===== src/rtl/hilo_muldiv_ctrl.sv =====
// HI/LO owner for the MIPS core: 32-step shift-add multiply and restoring divide,
// with sign pre/post-processing, MTHI/MTLO writes and MFHI/MFLO hazard stall.
module hilo_muldiv_ctrl (
    input  logic        clk,
    input  logic        reset,
    input  logic        start,
    input  logic [2:0]  op,
    input  logic [31:0] rs_val,
    input  logic [31:0] rt_val,
    input  logic        rd_hilo,
    input  logic        sel_hi,
    output logic        busy,
    output logic        stall,
    output logic        done,
    output logic [31:0] hi,
    output logic [31:0] lo,
    output logic [31:0] rdata
);

    localparam int unsigned XLEN  = 32;
    localparam int unsigned ACC_W = 64;
    localparam int unsigned CNT_W = 5;

    localparam logic [2:0] OP_MULT  = 3'd0;
    localparam logic [2:0] OP_MULTU = 3'd1;
    localparam logic [2:0] OP_DIV   = 3'd2;
    localparam logic [2:0] OP_DIVU  = 3'd3;
    localparam logic [2:0] OP_MTHI  = 3'd4;
    localparam logic [2:0] OP_MTLO  = 3'd5;

    localparam logic [CNT_W-1:0] LAST_STEP = CNT_W'(XLEN - 1);

    typedef enum logic [1:0] {
        S_IDLE  = 2'd0,
        S_MUL   = 2'd1,
        S_DIV   = 2'd2,
        S_FIXUP = 2'd3
    } state_e;

    state_e            state_q, state_d;
    logic [CNT_W-1:0]  cnt_q, cnt_d;
    logic [XLEN-1:0]   opa_q, opa_d;
    logic [XLEN-1:0]   opb_q, opb_d;
    logic [ACC_W-1:0]  acc_q, acc_d;
    logic [XLEN-1:0]   araw_q, araw_d;
    logic              neg_q, neg_d;
    logic              rneg_q, rneg_d;
    logic              dz_q, dz_d;
    logic              is_div_q, is_div_d;
    logic [XLEN-1:0]   hi_q, hi_d;
    logic [XLEN-1:0]   lo_q, lo_d;
    logic              done_q, done_d;

    logic              issue_mul;
    logic              issue_div;
    logic              issue_signed;
    logic [XLEN-1:0]   a_mag;
    logic [XLEN-1:0]   b_mag;
    logic [ACC_W-1:0]  mul_addend;
    logic [XLEN:0]     rem_sh;
    logic [XLEN:0]     trial;
    logic [ACC_W-1:0]  prod_neg;
    logic [XLEN-1:0]   quo_fix;
    logic [XLEN-1:0]   rem_fix;

    // Magnitude as a 32-bit unsigned value; 0x80000000 maps to itself.
    function automatic logic [XLEN-1:0] abs32(input logic [XLEN-1:0] x);
        return x[XLEN-1] ? (~x + XLEN'(1)) : x;
    endfunction

    always_ff @(posedge clk) begin
        if (reset) begin
            state_q  <= S_IDLE;
            cnt_q    <= '0;
            opa_q    <= '0;
            opb_q    <= '0;
            acc_q    <= '0;
            araw_q   <= '0;
            neg_q    <= 1'b0;
            rneg_q   <= 1'b0;
            dz_q     <= 1'b0;
            is_div_q <= 1'b0;
            hi_q     <= '0;
            lo_q     <= '0;
            done_q   <= 1'b0;
        end else begin
            state_q  <= state_d;
            cnt_q    <= cnt_d;
            opa_q    <= opa_d;
            opb_q    <= opb_d;
            acc_q    <= acc_d;
            araw_q   <= araw_d;
            neg_q    <= neg_d;
            rneg_q   <= rneg_d;
            dz_q     <= dz_d;
            is_div_q <= is_div_d;
            hi_q     <= hi_d;
            lo_q     <= lo_d;
            done_q   <= done_d;
        end
    end

    assign issue_mul    = start && ((op == OP_MULT) || (op == OP_MULTU));
    assign issue_div    = start && ((op == OP_DIV)  || (op == OP_DIVU));
    assign issue_signed = (op == OP_MULT) || (op == OP_DIV);

    always_comb begin
        state_d = state_q;
        unique case (state_q)
            S_IDLE: begin
                if (issue_mul) begin
                    state_d = S_MUL;
                end else if (issue_div) begin
                    state_d = S_DIV;
                end
            end
            S_MUL:   if (cnt_q == LAST_STEP) state_d = S_FIXUP;
            S_DIV:   if (cnt_q == LAST_STEP) state_d = S_FIXUP;
            S_FIXUP: state_d = S_IDLE;
            default: state_d = S_IDLE;
        endcase
    end

    always_comb begin
        a_mag      = issue_signed ? abs32(rs_val) : rs_val;
        b_mag      = issue_signed ? abs32(rt_val) : rt_val;
        mul_addend = opb_q[cnt_q] ? (ACC_W'(opa_q) << cnt_q) : '0;
        // acc holds {rem, quo} during division; shift one quotient bit into rem.
        rem_sh     = acc_q[ACC_W-1:XLEN-1];
        trial      = rem_sh - {1'b0, opb_q};
        prod_neg   = ~acc_q + ACC_W'(1);
        quo_fix    = neg_q  ? (~acc_q[XLEN-1:0] + XLEN'(1)) : acc_q[XLEN-1:0];
        rem_fix    = rneg_q ? (~acc_q[ACC_W-1:XLEN] + XLEN'(1)) : acc_q[ACC_W-1:XLEN];

        cnt_d    = cnt_q;
        opa_d    = opa_q;
        opb_d    = opb_q;
        acc_d    = acc_q;
        araw_d   = araw_q;
        neg_d    = neg_q;
        rneg_d   = rneg_q;
        dz_d     = dz_q;
        is_div_d = is_div_q;
        hi_d     = hi_q;
        lo_d     = lo_q;
        done_d   = 1'b0;

        unique case (state_q)
            S_IDLE: begin
                if (issue_mul) begin
                    opa_d    = a_mag;
                    opb_d    = b_mag;
                    neg_d    = (op == OP_MULT) && (rs_val[XLEN-1] ^ rt_val[XLEN-1]);
                    rneg_d   = 1'b0;
                    dz_d     = 1'b0;
                    is_div_d = 1'b0;
                    acc_d    = '0;
                    cnt_d    = '0;
                end else if (issue_div) begin
                    opa_d    = a_mag;
                    opb_d    = b_mag;
                    araw_d   = rs_val;
                    neg_d    = (op == OP_DIV) && (rs_val[XLEN-1] ^ rt_val[XLEN-1]);
                    rneg_d   = (op == OP_DIV) && rs_val[XLEN-1];
                    dz_d     = (rt_val == '0);
                    is_div_d = 1'b1;
                    acc_d    = {XLEN'(0), a_mag};
                    cnt_d    = '0;
                end else if (start && (op == OP_MTHI)) begin
                    hi_d = rs_val;
                end else if (start && (op == OP_MTLO)) begin
                    lo_d = rs_val;
                end
            end
            S_MUL: begin
                acc_d = acc_q + mul_addend;
                cnt_d = cnt_q + CNT_W'(1);
            end
            S_DIV: begin
                if (!trial[XLEN]) begin
                    acc_d = {trial[XLEN-1:0], acc_q[XLEN-2:0], 1'b1};
                end else begin
                    acc_d = {rem_sh[XLEN-1:0], acc_q[XLEN-2:0], 1'b0};
                end
                cnt_d = cnt_q + CNT_W'(1);
            end
            S_FIXUP: begin
                done_d = 1'b1;
                if (!is_div_q) begin
                    {hi_d, lo_d} = neg_q ? prod_neg : acc_q;
                end else if (dz_q) begin
                    hi_d = araw_q;
                    lo_d = '1;
                end else begin
                    hi_d = rem_fix;
                    lo_d = quo_fix;
                end
            end
            default: ;
        endcase
    end

    always_comb begin
        busy  = (state_q != S_IDLE);
        stall = rd_hilo & (state_q != S_IDLE);
        done  = done_q;
        hi    = hi_q;
        lo    = lo_q;
        rdata = sel_hi ? hi_q : lo_q;
    end

endmodule


===== config.mk =====
export PLATFORM = sky130hd
export DESIGN_NAME = hilo_muldiv_ctrl
export DESIGN_NICKNAME = d
export VERILOG_FILES = /design/src/rtl/hilo_muldiv_ctrl.sv
export SDC_FILE = /design/constraint.sdc
export NUM_CORES = 1
export LEC_CHECK = 0
export CAP_MARGIN = 20
export CORE_MARGIN = 2
export CORE_UTILIZATION = 55
export CTS_BUF_LIST = sky130_fd_sc_hd__clkbuf_4 sky130_fd_sc_hd__clkbuf_8 sky130_fd_sc_hd__clkbuf_16
export DETAILED_ROUTE_END_ITERATION = 16
export GPL_ROUTABILITY_DRIVEN = 0
export HOLD_SLACK_MARGIN = 0.05
export PLACE_DENSITY_LB_ADDON = 0.15
export SETUP_SLACK_MARGIN = 0.05
export SLEW_MARGIN = 25
export SYNTH_ARGS = -nofsm -noshare
export SYNTH_HDL_FRONTEND = slang
export SYNTH_SLANG_ARGS = --single-unit

===== constraint.sdc =====
create_clock -name clk -period 5.38 [get_ports clk]
set_input_delay 0.538 -clock clk [delete_from_list [all_inputs] [get_ports clk]]
set_output_delay 0.538 -clock clk [all_outputs]
set_load 0.01 [all_outputs]

### After elaboration in Yosys (flattened, before gate mapping)

Index checks and enable logic that the tools add are counted.

| storage, ports and cells | value |
|---|---|
| register bits | 236 |
| input bits | 72 |
| output and inout port bits | 99 |

| cells by class | value |
|---|---|
| eq/ne operators | 16 |
| muxes and demuxes | 48 |
| reduce and logical (&&, ||, !) cells | 26 |
| add/subtract/negate cells | 8 |
| shifts and indexed selects | 1 |
| order comparisons | 1 |
| bitwise gates (word level) | 8 |

Operator list:

| operator | count |
|---|---|
| $mux 32 | 22 |
| $mux 64 | 5 |
| $pmux 64 s3 | 1 |
| $add 32x1->32 const B | 4 |
| $not 32->32 | 4 |
| $pmux 32 s2 | 2 |
| $add 64x1->64 const B | 1 |
| $add 64x64->64 | 1 |
| $not 64->64 | 1 |
| $shl 32x5->64 | 1 |
| $sub 33x32->33 | 1 |
| $logic_not 32->1 | 1 |
| $mux 1 | 10 |
| $mux 5 | 2 |
| $ne 2x2->1 const B | 5 |
| $pmux 5 s2 | 1 |
| $reduce_and 2->1 | 4 |
| $reduce_bool 2->1 | 4 |
| $logic_and 1x1->1 | 7 |
| $eq 3x2->1 const B | 2 |
| $eq 3x3->1 const B | 2 |
| $lt 5x6->1 const B | 1 |
| $mux 2 | 3 |
| $pmux 2 s3 | 1 |
| 19 further kinds | 22 |

### Longest topological paths before layout

| logic depth | value |
|---|---|
| word-level depth | 7 |
| depth in mapped cells | 24 |
| depth with buffers taken out | 20 |

### Worst setup path after synthesis

No wires, ideal clock.

| path | value |
|---|---|
| path kind | register -> register |
| start point | register cnt_q[0] |
| end point | register acc_q[56] |
| setup time | 127 ps |
| setup slack | -16 ps |
| clock period less this slack | 5,396 ps |
| cell stages (with the launch flop) | 21 |
| path buffers | 5 |
| arrival | 5,269 ps |
| cell sequence | dfxtp_1 -> clkbuf_1 -> buf_2 -> mux4_2 -> mux4_2 -> nand2_1 -> and2_0 -> clkbuf_1 -> buf_1 -> nor2_1 -> ha_1 -> clkbuf_1 -> nand3_1 -> nor4b_1 -> nand2_1 -> o211ai_1 -> a21boi_1 -> o21ai_1 -> a21boi_1 -> and4_1 -> or3_1 |

| between the ends | value |
|---|---|
| word-level cells in the longest chain between the ends | 5 |
| elaborated cells between the ends (all ways) | 6 |
| classes of those cells | add/sub (1); shift (1); mux (4) |

RTL lines:

| element | line | text |
|---|---|---|
| start: declaration | 41 | `logic [CNT_W-1:0] cnt_q, cnt_d;` |
| start signal: assignment | 88 | `cnt_q <= cnt_d;` |
| $bmux 1 s5 | 127 | `mul_addend = opb_q[cnt_q] ? (ACC_W'(opa_q) << cnt_q) : '0;` |
| $mux 1 (implied by the code) | 127 |  |
| $mux 64 * | 127 |  |
| $add 64x64->64 * | 176 | `acc_d = acc_q + mul_addend;` |
| $pmux 64 s3 * | 148 | `unique case (state_q)` |
| end signal: assignment | 77 | `acc_q <= '0;` |
| end signal: assignment | 91 | `acc_q <= acc_d;` |
| end: declaration | 44 | `logic [ACC_W-1:0] acc_q, acc_d;` |

Mark *: on every way between the ends. The rest lies on a longest branch, timed or not. The select of a mux whose other input is x is not followed.
A chain may end at the register's enable or synchronous reset.

### Worst setup path after layout

| path | value |
|---|---|
| start point | register cnt_q[0] |
| end point | register acc_q[62] |

The elaborated chain is that of the path after synthesis.

==> impl_summary.txt <==
----------------------------------------------------
[Run status]
  Outcome ... finished, final reports clean

[Yosys]
  Portion of synthesized cell area occupied by the leading cell type ... 21.66%
  Post-synthesis compound-gate area fraction ... 27.88%
  Syn avg cell area ... 7.369 um2
  Commonest cells in the synthesized netlist ... sky130_fd_sc_hd__nand2_1 (328), sky130_fd_sc_hd__nor2_1 (313), sky130_fd_sc_hd__a21oi_1 (266), sky130_fd_sc_hd__dfxtp_1 (236), sky130_fd_sc_hd__clkbuf_1 (209)
  Area contributors post-synth ... sky130_fd_sc_hd__dfxtp_1 (22%), sky130_fd_sc_hd__a21oi_1 (6.1%), sky130_fd_sc_hd__ha_1 (6.1%), sky130_fd_sc_hd__nand2_1 (5.6%), sky130_fd_sc_hd__nor2_1 (5.4%)
  Total standard cell area after synthesis ... 21810 um2
  Fraction of synthesized cell area in xor and xnor cells ... 8.633%
  Number of synthesized flops with an enable pin ... 0
  Adder-cell area share of the yosys netlist ... 6.264%
  Unique masters post-synth ... 79
  Number of instances in the synthesized netlist ... 2960
  Largest family of logic cells by synthesized area ... compound AO/OA/AOI/OAI gates
  Post-Syn Nets ... 3140
  Synth warn ... 0
  Synthesized-area fraction occupied by and/or/nand/nor cells ... 20.67%
  Leading register cell type out of synthesis ... sky130_fd_sc_hd__dfxtp_1
  Share of synthesized area spent on multiplexers ... 9.212%
  Synthesized flop and latch total ... 236
  Sequential area share after synthesis ... 21.66%
  Cell accounting for the most synthesized area ... sky130_fd_sc_hd__dfxtp_1
  Most instantiated library cell after synthesis ... sky130_fd_sc_hd__nand2_1
  Async S/R FF share, synth ... 0%

[Timing]
  RSZ-0062 raised after global routing ... false
  Maximum achievable frequency ... 0.1930 GHz
  Final Hold Vio Count ... 0
  Max_slew headroom ... 27.68%
  Smallest setup slack after layout ... 0.1985 ns
  Min Clock Period, post-route ... 5.181 ns
  Setup TNS Final ... 0 ns
  Final critical-path share of the clock period ... 96.31%
  Worst-Margin Slew ... 1.082 ns
  Final-report setup violation count ... 0
  Setup Skew ... 0.01569 ns
  Slew Viols, Final ... 0

[Clock tree]
  Clock transition at the registers of the reported paths ... 0.06 ns
  CTS buffer count ... 29
  TritonCTS clock tree ... done
  Quantity of hold-fixing buffers added after cts ... 0
  Root buf cell ... sky130_fd_sc_hd__clkbuf_16
  Clock insertion delay at the later pin of the skew report ... 0.59 ns
  # H-tree levels ... 1
  Postcts setup bufs ... 0
  Clock net sink count ... 236
  Bufs on Longest Clock Path ... 3

[Global routing]
  Antenna violations before repair ... 5
  Global-route wire length before repair ... 130.3 mm
  Pin count of the biggest net entering global routing ... 122
  Vias in the first global route ... 22670
  Total gr overflow ... 0
  Overall Global Routing Usage ... 39.98%

[Die]
  Horizontal die dimension ... 203.1 um
  Area enclosed by the die boundary ... 41270 um2
  # IOs ... 171
  Number of cell rows ... 72
  Die H ... 203.1 um
  Area inside the core boundary ... 38920 um2
  Initial core utilization ... 56.05%

[Placed design]
  Cell area after placement ... 24040 um2
  Pre-CTS worst setup slack ... 0.07690 ns
  Placed cell count ... 3502
  Hpwl dp ... 65.54 mm
  Count of buffers from port buffering ... 170

[Final layout]
  Synth-to-Final Area Change ... 15.15%
  Non-filler instance count after layout ... 3556
  Post-layout nets ... 3195
  Layout cell share with drive strength beyond 1 ... 9.714%
  Count of filler cells inserted in the layout ... 3467
  Area of all placed cells without fillers ... 25120 um2

[Setup path]
  Critical Path AT ... 5.71 ns
  Sequence of cells on the critical path ... mux4_2 > mux4_2 > nand2b_1 > buf_4 > nor3_1 > and2_1 > ha_1 > inv_1 > fa_1 > nor2b_1 > o2111ai_1 > a31oi_1 > o21ai_0 > a211o_1 > a211oi_1 > buf_4 > o2111ai_1 > a31oi_1 > or4_1 > nand3_1
  Launch instance of the worst register-to-register path ... cnt_q[0]
  Classification of the worst setup path ... register to register
  Required time at the worst-slack endpoint ... 5.91 ns
  Slowest cell on crit path ... sky130_fd_sc_hd__mux4_2
  Kind of end point of the critical path ... register
  Buf/Inv on CP ... 3
  Category of cells accounting for the largest share of critical-path delay ... compound AO/OA/AOI/OAI gates
  Crit path launch ... cnt_q[0]
  Crit path max fanout ... 10
  Delay of the slowest cell on the worst path ... 0.53 ns
  Critical path launch point type ... register

[Power and ir drop]
  Cell Pwr Density ... 332.2 nW/um2
  Worst supply voltage drop on vdd ... 0.0003084 V
  LEAKAGE ... 9.307 nW

[Job]
  Number of maximum-capacitance violations ... 0

[Route]
  Avg Vias per Cell ... 6.925
  Detailed-route wire length ... 85.51 mm
  Initial detailed-routing violation count ... 3162
  Via total after detailed routing ... 24630
  Number of optimization iterations in the first detailed-route pass ... 6
  Number of design rule violations left after detail routing ... 0
  Drt wl/cell ... 24.05 um
  Post-route ant nets ... 0

[Min path]
  Worst min-delay path startpoint ... reset
  Classification of the worst-slack hold path ... input pin to register

----------------------------------------------------
==> stage by stage <==
stage                     util [%]  power, mW  hold WS (ns)
final                        64.54      8.343        0.3681
after global routing         64.53      8.662        0.3946
after CTS                    64.40      8.151        0.3600
after detailed placement     61.77      6.065        0.4506
after global placement       61.77      5.977        0.4439
after floorplan                  -      4.728        0.4312
==> where the power goes <==
part           total [mW]  switching [mW]  leakage (nW)  internal (mW)
registers            2.43           0.421          1.93           2.01
clock network        2.11           0.857         0.506           1.25
logic                3.81            2.34          6.87           1.47
==> per-layer routing <==
layer	vias up	routed length [um]	track usage, %
li1	10950	-	-
met1	11540	33000	52.56
met2	1776	35860	60.52
met3	365	11640	10.74
met4	4	4988	19.79
met5	-	23	0
==> final timing paths <==
| path | to | slack, ns | cells past startpoint |
|---|---|---|---|
| setup / recovery | acc_q[62] | 0.20 | 20 |
| hold / removal | dz_q | 0.37 | 2 |
| setup reg to reg | acc_q[62] | 0.20 | 20 |
| hold reg to reg | araw_q[30] | 0.46 | 2 |
==> cell type report <==
type                            instances  area, um2  area share [%]
Antenna cell                            1      2.502        0.009963
Clock buffer                           35      795.8           3.168
Clock inverter                         18      221.5          0.8817
Inverter                               84      315.3           1.255
Multi-Input combinational cell       2401      15960           63.55
Sequential cell                       236       4735           18.85
Tap cell                              518      648.1           2.580
Timing Repair Buffer                  263       2437           9.704
==> state kept, by name, summed over array words and instances, names as in the netlist <==
signal	count
lo	32
dz_q	1
state_q	2
is_div_q	1
araw_q	32
rneg_q	1
acc_q	64
opb_q	32
hi	32
done	1
neg_q	1
cnt_q	5
opa_q	32
==> cells in the final DEF (no fill, tap or decap), types with 26 or more instances in the layout <==
cell type and instances:
sky130_fd_sc_hd__or3_1 26, sky130_fd_sc_hd__dfxtp_1 230, sky130_fd_sc_hd__nor2_1 312, sky130_fd_sc_hd__clkdlybuf4s50_1 169, sky130_fd_sc_hd__o21ai_0 197, sky130_fd_sc_hd__o211ai_1 28
sky130_fd_sc_hd__nor3_1 50, sky130_fd_sc_hd__xor2_1 85, sky130_fd_sc_hd__nand4_1 27, sky130_fd_sc_hd__ha_1 105, sky130_fd_sc_hd__xnor2_1 129, sky130_fd_sc_hd__inv_1 84
sky130_fd_sc_hd__buf_4 89, sky130_fd_sc_hd__mux4_2 27, sky130_fd_sc_hd__a21o_1 48, sky130_fd_sc_hd__mux2_2 64, sky130_fd_sc_hd__a31oi_1 37, sky130_fd_sc_hd__nand2_1 328
sky130_fd_sc_hd__nand3_1 51, sky130_fd_sc_hd__nor2b_1 29, sky130_fd_sc_hd__clkbuf_16 29, sky130_fd_sc_hd__mux2i_1 67, sky130_fd_sc_hd__a22oi_1 43, sky130_fd_sc_hd__a211oi_1 91
sky130_fd_sc_hd__o221ai_1 42, sky130_fd_sc_hd__a21oi_1 264, sky130_fd_sc_hd__o31ai_1 32
==> cell families after synthesis <==
group                    after synthesis
multiplexers                         159
adder cells (fa/ha/maj)              108
AO/OA/AOI/OAI                        942
buffers and inverters                323
flip-flops                           236
AND/OR/NAND/NOR                      977
XOR/XNOR                             215
==> timing repair <==
action                     4_1_cts  5_1_grt
gates cloned                     0        0
pin swaps                        0        0
gates resized for setup          1       12
hold endpoints to repair         0        0
setup endpoints to repair        1       20
(Power assumes the default switching activity.)
